<file path="config.mk">
export PLATFORM = sky130hd
export DESIGN_NAME = seg_timer_scan
export DESIGN_NICKNAME = d
export VERILOG_FILES = /design/src/rtl/seg_timer_scan.sv
export SDC_FILE = /design/constraint.sdc
export NUM_CORES = 1
export LEC_CHECK = 0
export ABC_CLOCK_PERIOD_IN_PS = 3200
export CAP_MARGIN = 15
export CORE_MARGIN = 2
export CORE_UTILIZATION = 45
export CTS_BUF_LIST = sky130_fd_sc_hd__clkbuf_8 sky130_fd_sc_hd__clkbuf_16
export DETAILED_ROUTE_END_ITERATION = 10
export PLACE_DENSITY = 0.71
export SYNTH_ARGS = -nofsm -noshare
export SYNTH_HDL_FRONTEND = slang
export SYNTH_SLANG_ARGS = --single-unit
</file>
<file path="constraint.sdc">
create_clock -name CLK -period 3.2 [get_ports CLK]
set_input_delay 0.64 -clock CLK [delete_from_list [all_inputs] [get_ports CLK]]
set_output_delay 0.64 -clock CLK [all_outputs]
set_load 0.02 [all_outputs]
</file>
<file path="src/rtl/seg_timer_scan.sv">
// -----------------------------------------------------------------------------
// seg_timer_scan
//   Fully synchronous mm:ss-style BCD up/down timer with run/pause/clear/preload,
//   an expiry flag and a multiplexed active-low 7-segment display driver.
//
// Parameters
//   CLK_HZ     : CLK cycles per count step (>= 2)
//   SCAN_DIV   : CLK cycles per digit-strobe step (>= 1)
//   NUM_DIGITS : displayed digits, even, 2..8 (even index mod 10, odd mod 6)
//
// Ports
//   CLK        in   system clock
//   RST        in   synchronous reset, active-high
//   run        in   level, 1 = count, 0 = pause
//   clear      in   pulse, zero all digits and return to IDLE
//   mode_down  in   0 = up, 1 = down; latched on IDLE -> RUN
//   load       in   pulse, preload from load_val (IDLE only, digits clamped)
//   load_val   in   BCD preload, digit 0 in the LSBs
//   SEG        out  segments {a,b,c,d,e,f,g}, active-low
//   COM        out  one-hot active-low digit strobes
//   bcd        out  current count
//   running    out  high in RUN
//   expired    out  high in EXPIRED
//   wrap       out  one-cycle pulse on count-up rollover
//
// Optional feature
//   SEG_TIMER_LEADING_BLANK_EN : blank leading zero digits above index 1.
// -----------------------------------------------------------------------------
module seg_timer_scan #(
  parameter int CLK_HZ     = 50000000,
  parameter int SCAN_DIV   = 2500,
  parameter int NUM_DIGITS = 4
) (
  input  logic                      CLK,
  input  logic                      RST,
  input  logic                      run,
  input  logic                      clear,
  input  logic                      mode_down,
  input  logic                      load,
  input  logic [4*NUM_DIGITS-1:0]   load_val,
  output logic [6:0]                SEG,
  output logic [NUM_DIGITS-1:0]     COM,
  output logic [4*NUM_DIGITS-1:0]   bcd,
  output logic                      running,
  output logic                      expired,
  output logic                      wrap
);

  localparam int BW     = 4 * NUM_DIGITS;
  localparam int SEC_W  = (CLK_HZ > 1) ? $clog2(CLK_HZ) : 1;
  localparam int SCAN_W = (SCAN_DIV > 1) ? $clog2(SCAN_DIV) : 1;
  localparam int IDX_W  = $clog2(NUM_DIGITS);

  localparam logic [SEC_W-1:0]  SEC_LAST  = SEC_W'(CLK_HZ - 1);
  localparam logic [SCAN_W-1:0] SCAN_LAST = SCAN_W'(SCAN_DIV - 1);
  localparam logic [IDX_W-1:0]  IDX_LAST  = IDX_W'(NUM_DIGITS - 1);

  typedef enum logic [1:0] {S_IDLE, S_RUN, S_PAUSE, S_EXPIRED} state_t;

  // Seconds digits count mod 10, tens-of-seconds (and minutes-tens) mod 6.
  function automatic logic [3:0] digit_max(input int i);
    return (i % 2 == 0) ? 4'd9 : 4'd5;
  endfunction

  function automatic logic [BW-1:0] clamp_load(input logic [BW-1:0] v);
    logic [BW-1:0] r;
    r = v;
    for (int i = 0; i < NUM_DIGITS; i++)
      if (v[4*i +: 4] > digit_max(i)) r[4*i +: 4] = digit_max(i);
    return r;
  endfunction

  function automatic logic [6:0] seg_decode(input logic [3:0] d);
    case (d)
      4'd0:    return 7'b0000001;
      4'd1:    return 7'b1001111;
      4'd2:    return 7'b0010010;
      4'd3:    return 7'b0000110;
      4'd4:    return 7'b1001100;
      4'd5:    return 7'b0100100;
      4'd6:    return 7'b0100000;
      4'd7:    return 7'b0001111;
      4'd8:    return 7'b0000000;
      4'd9:    return 7'b0000100;
      default: return 7'b1111111;
    endcase
  endfunction

  state_t              state_q, state_d;
  logic [SEC_W-1:0]    sec_cnt;
  logic                dir_down;
  logic                step;
  logic [BW-1:0]       bcd_step;
  logic                ripple;
  logic                hits_zero;

  // Ripple carry (up) or borrow (down) through all digits. ripple is still
  // set after the last digit when every digit rolled: a wrap when counting
  // up, or an underflow from all-zero when counting down.
  always_comb begin
    // NOTE: every combinational output gets a default first so no path
    // through the block leaves it unassigned, which would infer a latch.
    bcd_step = bcd;
    ripple   = 1'b1;
    for (int i = 0; i < NUM_DIGITS; i++) begin
      if (ripple) begin
        if (!dir_down) begin
          if (bcd[4*i +: 4] >= digit_max(i)) begin
            bcd_step[4*i +: 4] = 4'd0;
          end else begin
            bcd_step[4*i +: 4] = bcd[4*i +: 4] + 4'd1;
            ripple             = 1'b0;
          end
        end else begin
          if (bcd[4*i +: 4] == 4'd0) begin
            bcd_step[4*i +: 4] = digit_max(i);
          end else begin
            bcd_step[4*i +: 4] = bcd[4*i +: 4] - 4'd1;
            ripple             = 1'b0;
          end
        end
      end
    end
  end

  // A down step expires either by reaching zero or by starting from zero.
  assign hits_zero = dir_down && (ripple || (bcd_step == '0));

  always_comb begin
    state_d = state_q;
    step    = 1'b0;
    case (state_q)
      S_IDLE:    if (run) state_d = S_RUN;
      S_RUN: begin
        if (!run) begin
          state_d = S_PAUSE;
        end else if (sec_cnt == SEC_LAST) begin
          step = 1'b1;
          if (hits_zero) state_d = S_EXPIRED;
        end
      end
      S_PAUSE:   if (run) state_d = S_RUN;
      S_EXPIRED: state_d = S_EXPIRED;
      default:   state_d = S_IDLE;
    endcase
    // clear outranks everything but reset, including a coincident step.
    if (clear) begin
      state_d = S_IDLE;
      step    = 1'b0;
    end
  end

  always_ff @(posedge CLK) begin
    // NOTE: sequential state uses non-blocking assignments so every register
    // samples pre-edge values regardless of statement order.
    if (RST) state_q <= S_IDLE;
    else     state_q <= state_d;
  end

  always_ff @(posedge CLK) begin
    if (RST) begin
      bcd      <= '0;
      sec_cnt  <= '0;
      dir_down <= 1'b0;
      wrap     <= 1'b0;
    end else begin
      wrap <= 1'b0;
      if (clear) begin
        bcd     <= '0;
        sec_cnt <= '0;
      end else if (state_q == S_IDLE) begin
        if (load) bcd <= clamp_load(load_val);
        if (run) begin
          dir_down <= mode_down;
          sec_cnt  <= '0;
        end
      end else if (step) begin
        sec_cnt <= '0;
        bcd     <= hits_zero ? '0 : bcd_step;
        wrap    <= !dir_down && ripple;
      end else if (state_q == S_RUN && run) begin
        // The prescaler is left untouched in PAUSE so a partial second survives.
        sec_cnt <= sec_cnt + 1'b1;
      end
    end
  end

  assign running = (state_q == S_RUN);
  assign expired = (state_q == S_EXPIRED);

  // ---------------------------------------------------------------------------
  // Display scan
  // ---------------------------------------------------------------------------
  logic [SCAN_W-1:0]     scan_cnt;
  logic                  scan_tick;
  logic [IDX_W-1:0]      scan_idx, idx_nxt;
  logic [NUM_DIGITS-1:0] blank;
  logic [3:0]            digit_sel;
  logic                  blank_sel;

  assign scan_tick = (scan_cnt == SCAN_LAST);

  always_comb begin
    idx_nxt = scan_idx;
    if (scan_tick) idx_nxt = (scan_idx == IDX_LAST) ? '0 : scan_idx + 1'b1;
  end

`ifdef SEG_TIMER_LEADING_BLANK_EN
  // Walk down from the top digit; blanking stops at the first non-zero digit.
  always_comb begin
    logic zero_above;
    blank      = '0;
    zero_above = 1'b1;
    for (int i = NUM_DIGITS - 1; i >= 2; i--) begin
      zero_above = zero_above && (bcd[4*i +: 4] == 4'd0);
      blank[i]   = zero_above;
    end
  end
`else
  assign blank = '0;
`endif

  // SEG is decoded for the digit COM will select next cycle, keeping them aligned.
  always_comb begin
    digit_sel = 4'd0;
    blank_sel = 1'b0;
    for (int i = 0; i < NUM_DIGITS; i++) begin
      if (idx_nxt == IDX_W'(i)) begin
        digit_sel = bcd[4*i +: 4];
        blank_sel = blank[i];
      end
    end
  end

  always_ff @(posedge CLK) begin
    if (RST) begin
      scan_cnt <= '0;
      scan_idx <= '0;
      COM      <= {{(NUM_DIGITS-1){1'b1}}, 1'b0};
      SEG      <= 7'b0000001;
    end else begin
      scan_cnt <= scan_tick ? '0 : scan_cnt + 1'b1;
      scan_idx <= idx_nxt;
      if (scan_tick) COM <= {COM[NUM_DIGITS-2:0], COM[NUM_DIGITS-1]};
      SEG <= blank_sel ? 7'b1111111 : seg_decode(digit_sel);
    end
  end

endmodule

</file>
==> results of run 1 <==
## worst paths after layout
path,to,startpoint,depth (start not counted)
worst max register to register,SEG[0],scan_idx[1],9
worst max-delay path,SEG[0],scan_idx[1],9
worst min register to register,scan_cnt[0],scan_cnt[0],1
worst min-delay path,scan_cnt[0],scan_cnt[0],1
## state kept, by name, indices dropped and copies added, names as in the netlist
register / cells
COM: 4
SEG: 7
bcd: 16
dir_down: 1
scan_cnt: 12
scan_idx: 2
sec_cnt: 26
state_q: 2
wrap: 1
## layout make-up
cell class                      count  area [µm²]  area share [%]
Clock buffer                       10         138            2.49
Clock inverter                      6        92.6            1.68
Inverter                           27         101            1.84
Multi-Input combinational cell    433        2980            54.0
Sequential cell                    71        1420            25.7
Tap cell                          136         170            3.08
Timing Repair Buffer               65         616            11.1
## cells by family (layout without fill, tap and decap cells)
group / after synthesis / after routing / share of synthesized area, %
and+or+nand+nor: 207 / 207 / 23.4
adders and majority gates: 22 / 22 / 5.94
buffers and inverters: 59 / 108 / 5.02
DFF: 71 / 71 / 30.7
muxes: 39 / 39 / 9.15
xor gates and xnor gates: 33 / 33 / 6.23
AOI/OAI and AO/OA: 132 / 132 / 19.6
## where the power goes
part / leakage [nW] / switching [W] / internal, W
combinational: 1.31 / 0.000158 / 0.000131
sequential: 0.575 / 0.0000315 / 0.000900
clock: 0.109 / 0.000362 / 0.000464
total: 1.99 / 0.000552 / 0.00149
## cell usage in the layout (no fill, tap or decap), types with 14 or more instances in the layout
cell,instances
dfxtp_1,71
nor2_1,70
clkdlybuf4s50_1,51
nand2_1,30
mux2i_1,29
a21oi_1,28
inv_1,24
o21ai_0,23
xor2_1,22
ha_1,22
nand3_1,21
buf_4,14
## routing by layer
| metal | vias to the layer above | part of all wire [%] |
|---|---|---|
| met5 | - | 0 |
| met4 | 0 | 2.6 |
| met2 | 155 | 48 |
| met3 | 35 | 5.5 |
| met1 | 2069 | 44 |
| li1 | 2138 | - |
## through the flow
step | total power [W] | cell area, µm² | hold slack (ns) | util [%]
after detailed placement | 0.00124 | 5290 | 0.455 | 52.0
after CTS | 0.00207 | 5520 | 0.473 | 54.2
after global routing | 0.00214 | 5520 | 0.505 | 54.2
after floorplan | 0.00112 | 4640 | 0.426 | -
after global placement | 0.00123 | 5290 | 0.442 | 52.0
final | 0.00205 | 5520 | 0.467 | 54.2
## worst max-delay path: cells and delay by family (launching register included)
kind,cells,cell delay (ns)
flip-flops,1,0.56
adder cells (fa/ha/maj),2,0.60
AO/OA/AOI/OAI,1,0.17
buffers and inverters,2,0.17
multiplexers,4,1.20
==> impl_metrics.env, run 1 <==
export IMPL_cpPeakStageDelay_ns=0.56
export IMPL_drv_cap=0
export IMPL_synth_seq_cells=71
export IMPL_use_met1_pct=27.2
export IMPL_rsz0062_at_grt="no"
export IMPL_peakVddDrop_mv=0.218
export IMPL_drc=0
export IMPL_finalMaxSlewViolations=0
export IMPL_postSynthNetCount=607
export IMPL_synth_top_cell_by_area="dfxtp_1"
export IMPL_yosys_warnings=0
export IMPL_r2r_setup_slack_ns=0.42
export IMPL_grt_util_all_layers_pct=21.9
export IMPL_fp_coreArea_um2=10200
export IMPL_cp_cell_sequence="ha_1 -> mux2_2 -> mux2i_1 -> mux2_1 -> inv_1 -> ha_1 -> inv_1 -> mux2_1 -> a31oi_1"
export IMPL_setup_violations=0
export IMPL_clk_pin_slew_ns=0.08
export IMPL_fin_crit_sh_pct=87.0
export IMPL_vias=4397
export IMPL_cts_root_buf="clkbuf_8"
export IMPL_die_y_um=106
export IMPL_cts_tree="done"
export IMPL_cts_max_level=3
export IMPL_ant_nets=0
export IMPL_synthTopCellsByArea="dfxtp_1 31%, mux2i_1 6.3%, ha_1 5.9%"
export IMPL_worstSetupPathType="register to register"
export IMPL_use_met2_pct=36.8
export IMPL_crit_slowest_cell="dfxtp_1"
export IMPL_insertion_delay_ns=0.36
export IMPL_final_cells=748
export IMPL_final_layout_size_suffix_gt1_share_pct=7.68
export IMPL_synth_most_common_cell="dfxtp_1"
export IMPL_cts_path_max_buffers=2
export IMPL_via_per_inst=5.88
export IMPL_drt_initial_drc_count=344
export IMPL_dp_cells=732
export IMPL_synth_cell_types=75
export IMPL_grt_pass1_vias=4260
export IMPL_synth_area_um2=4640
export IMPL_syn_area_per_cell_um2=8.24
export IMPL_num_antenna_cells=0
export IMPL_setup_ws_ns=0.417
export IMPL_slew_headroom_pct=52.4
export IMPL_grt_pass1_wl_mm=19.8
export IMPL_fmax_mhz=359
export IMPL_firstDrtPassIters=5
export IMPL_hold_buffers=0
export IMPL_overflow=0
export IMPL_grt_start_max_net_pins=24
export IMPL_arrival_ns=3.06
export IMPL_leakage_nw=1.99
export IMPL_use_met3_pct=4.45
export IMPL_die_x_um=106
export IMPL_synth_common_cells="71 x dfxtp_1, 70 x nor2_1, 30 x nand2_1"
export IMPL_die_area_um2=11100
export IMPL_syn_to_final_growth_pct=19.1
export IMPL_antenna_found_initial=0
export IMPL_cts_sinks=71
export IMPL_numCtsBuffers=9
export IMPL_nFillCells=962
export IMPL_fin_setup_tns_ns=0
export IMPL_wl_per_cell_um=15.8
export IMPL_outcome="finished clean"
export IMPL_worstMarginPinSlew_ns=0.696
export IMPL_crit_path_end_kind="register"
export IMPL_boundaryPins=52
export IMPL_grt_busiest_layer="met2"
export IMPL_routed_wl_mm=11.8
export IMPL_critical_path_max_fanout=8
export IMPL_async_flop_share_pct=0
export IMPL_dominantRegCellSynth="dfxtp_1"
export IMPL_io_buffers=51
export IMPL_pre_cts_ws_ns=0.372
export IMPL_synth_edff_count=0
export IMPL_rows=37
export IMPL_hold_violations=0
export IMPL_power_density_nw_per_um2=371
export IMPL_yosysTopAreaCellShare_pct=30.7
export IMPL_cts_resized=0
export IMPL_cp_required_ns=3.48
export IMPL_start_util_pct=45.5
export IMPL_start_kind="register"
export IMPL_finClkSkew_ns=0.0103
export IMPL_nNetsFinal=651
export IMPL_place_gp_congestion=0.867
export IMPL_min_path_type="register to register"
export IMPL_synthCells=563
export IMPL_synth_yosys_seq_area_share_pct=30.7
export IMPL_dpl_hpwl_mm=8.68
export IMPL_cts_setup_buffers=0
export IMPL_layout_min_cycle_time_ns=2.78
No activity file was read; power rests on OpenSTA's default activity.
==> run 2: changes to the inputs <==
--- a/config.mk
+++ b/config.mk
@@ -11,6 +11,7 @@
 export CORE_UTILIZATION = 45
 export CTS_BUF_LIST = sky130_fd_sc_hd__clkbuf_8 sky130_fd_sc_hd__clkbuf_16
 export DETAILED_ROUTE_END_ITERATION = 10
+export GPL_TIMING_DRIVEN = 0
 export PLACE_DENSITY = 0.71
 export SYNTH_ARGS = -nofsm -noshare
 export SYNTH_HDL_FRONTEND = slang
==> run 2 against run 1 <==
Effect of this change:
- design area increased by 0.16%
- die area is the same
- routed wire length rose by 5.5%
- combinational power grew 6%
- flip-flop and latch count unchanged
- maximum frequency is 6.0% lower
- first-iteration DRC count grew 0.29%
- sequential share of layout area hardly changed
- clock power decreased by 8.0%
- utilization up 0.086 points
- critical path type unchanged
- critical endpoint is now bcd[11]
- largest power group unchanged
==> impl_metrics.env, run 2 (synthesis gave the netlist of run 1 again) <==
export IMPL_outcome="finished clean"
export IMPL_crit_slowest_cell="or3b_1"
export IMPL_grt_pass1_wl_mm=20.3
export IMPL_fp_coreArea_um2=10200
export IMPL_critical_path_max_fanout=9
export IMPL_cp_required_ns=3.46
export IMPL_rsz0062_at_grt="no"
export IMPL_hold_path_cell_count=1
export IMPL_crit_path_end_kind="register"
export IMPL_grt_util_all_layers_pct=22.6
export IMPL_cp_cell_sequence="clkbuf_1 -> inv_1 -> ha_1 -> or3b_1 -> a21oi_2 -> a211oi_1 -> or2_1 -> clkbuf_1 -> a2bb2oi_1 -> a211oi_1"
export IMPL_cts_path_max_buffers=2
export IMPL_nNetsFinal=668
export IMPL_leakage_nw=1.97
export IMPL_cts_tree="done"
export IMPL_fin_setup_tns_ns=0
export IMPL_syn_to_final_growth_pct=19.3
export IMPL_min_path_type="register to register"
export IMPL_routed_wl_mm=12.5
export IMPL_largest_register_ffs=26
export IMPL_largest_register="sec_cnt"
export IMPL_via_per_inst=5.84
export IMPL_cts_sinks=71
export IMPL_slew_headroom_pct=39.4
export IMPL_reg_largest_list="sec_cnt x26, bcd x16, scan_cnt x12"
export IMPL_drt_initial_drc_count=345
export IMPL_die_x_um=106
export IMPL_power_density_nw_per_um2=359
export IMPL_fmax_mhz=338
export IMPL_dpl_hpwl_mm=9.31
export IMPL_fin_crit_sh_pct=92.5
export IMPL_start_util_pct=45.5
export IMPL_start_kind="register"
export IMPL_finalMaxSlewViolations=0
export IMPL_worstSetupPathType="register to register"
export IMPL_worstHoldStart="scan_cnt[0]"
export IMPL_cpPeakStageDelay_ns=0.45
export IMPL_io_buffers=50
export IMPL_drv_cap=0
export IMPL_hold_buffers=0
export IMPL_r2r_setup_slack_ns=0.24
export IMPL_pre_cts_ws_ns=0.00200
export IMPL_finClkSkew_ns=0.0127
export IMPL_power_w=0.00198
export IMPL_insertion_delay_ns=0.35
export IMPL_layout_commonest_cell="dfxtp_1"
export IMPL_num_antenna_cells=0
export IMPL_hold_violations=0
export IMPL_overflow=0
export IMPL_reg2reg_to="bcd[11]"
export IMPL_cts_max_level=3
export IMPL_antenna_found_initial=0
export IMPL_clk_pin_slew_ns=0.08
export IMPL_grt_pass1_vias=4318
export IMPL_crit_buf_inv=3
export IMPL_post_route_util_pct=54.3
export IMPL_drc=0
export IMPL_final_cell_mix="71 x dfxtp_1, 70 x nor2_1, 50 x clkdlybuf4s50_1"
export IMPL_arrival_ns=3.22
export IMPL_setup_ws_ns=0.238
export IMPL_crit_family="compound AO/OA/AOI/OAI gates"
export IMPL_holdWs_ns=0.475
export IMPL_cts_resized=0
export IMPL_cts_setup_buffers=0
export IMPL_peakVddDrop_mv=0.185
export IMPL_rows=37
export IMPL_place_gp_congestion=0.906
export IMPL_vias=4471
export IMPL_numCtsBuffers=9
export IMPL_setup_violations=0
export IMPL_final_layout_size_suffix_gt1_share_pct=6.36
export IMPL_r2r_start="bcd[0]"
export IMPL_firstDrtPassIters=4
export IMPL_ant_nets=0
export IMPL_cts_root_buf="clkbuf_8"
export IMPL_die_y_um=106
export IMPL_reg2regPathDepth=10
export IMPL_die_area_um2=11100
export IMPL_wl_per_cell_um=16.3
export IMPL_worstMarginPinSlew_ns=0.907
export IMPL_grt_start_max_net_pins=13
export IMPL_hold_end="scan_cnt[0]"
export IMPL_boundaryPins=52
export IMPL_layout_min_cycle_time_ns=2.96
==> run 2: worst max-delay path by stage <==
stage	start	slack, ns	depth (start not counted)	to
6_report	bcd[0]	0.24	10	bcd[11]
5_1_grt	bcd[0]	0.05	10	bcd[11]
4_1_cts	bcd[0]	0.12	10	bcd[11]
3_5_place_dp	run	0.002	8	bcd[3]
3_3_place_gp	run	0.07	8	bcd[3]
2_1_floorplan	bcd[0]	0.65	10	bcd[6]
==> run 2: final cells by class <==
| cell class | count | area [µm²] |
|---|---|---|
| Sequential cell | 71 | 1420 |
| Timing Repair Buffer | 50 | 500 |
| Clock buffer | 11 | 151 |
| Fill cell | 983 | 4650 |
| Clock inverter | 5 | 56.3 |
| Buffer | 32 | 131 |
| Tap cell | 136 | 170 |
| Inverter | 27 | 101 |
| Multi-Input combinational cell | 433 | 3000 |
==> run 2: stage by stage <==
stage               std cells  instance area (µm²)
finish                    765                 5530
global route              765                 5530
CTS                       765                 5520
floorplan                 563                 4640
global placement          749                 5310
detailed placement        749                 5310
==> run 2: worst register-to-register path, stage by stage (launching register included) <==
cell	delay, ns
dfxtp_1	0.34
clkbuf_1	0.23
inv_1	0.14
ha_1	0.33
or3b_1	0.45
a21oi_2	0.36
a211oi_1	0.12
or2_1	0.23
clkbuf_1	0.22
a2bb2oi_1	0.20
a211oi_1	0.25
==> run 2: report_power, final <==
group	switching, W	internal, W
sequential	0.0000183	0.000900
clock	0.000358	0.000402
combinational	0.000179	0.000127
total	0.000555	0.00143
==> run 2: metal layers <==
| metal | share of wire [%] | up-vias | global-route usage (%) |
|---|---|---|---|
| met3 | 4.7 | 25 | 3.96 |
| met1 | 45 | 2131 | 28.8 |
| met5 | 0 | - | 0 |
| li1 | - | 2176 | - |
| met4 | 2.4 | 0 | 8.65 |
| met2 | 48 | 139 | 38.1 |
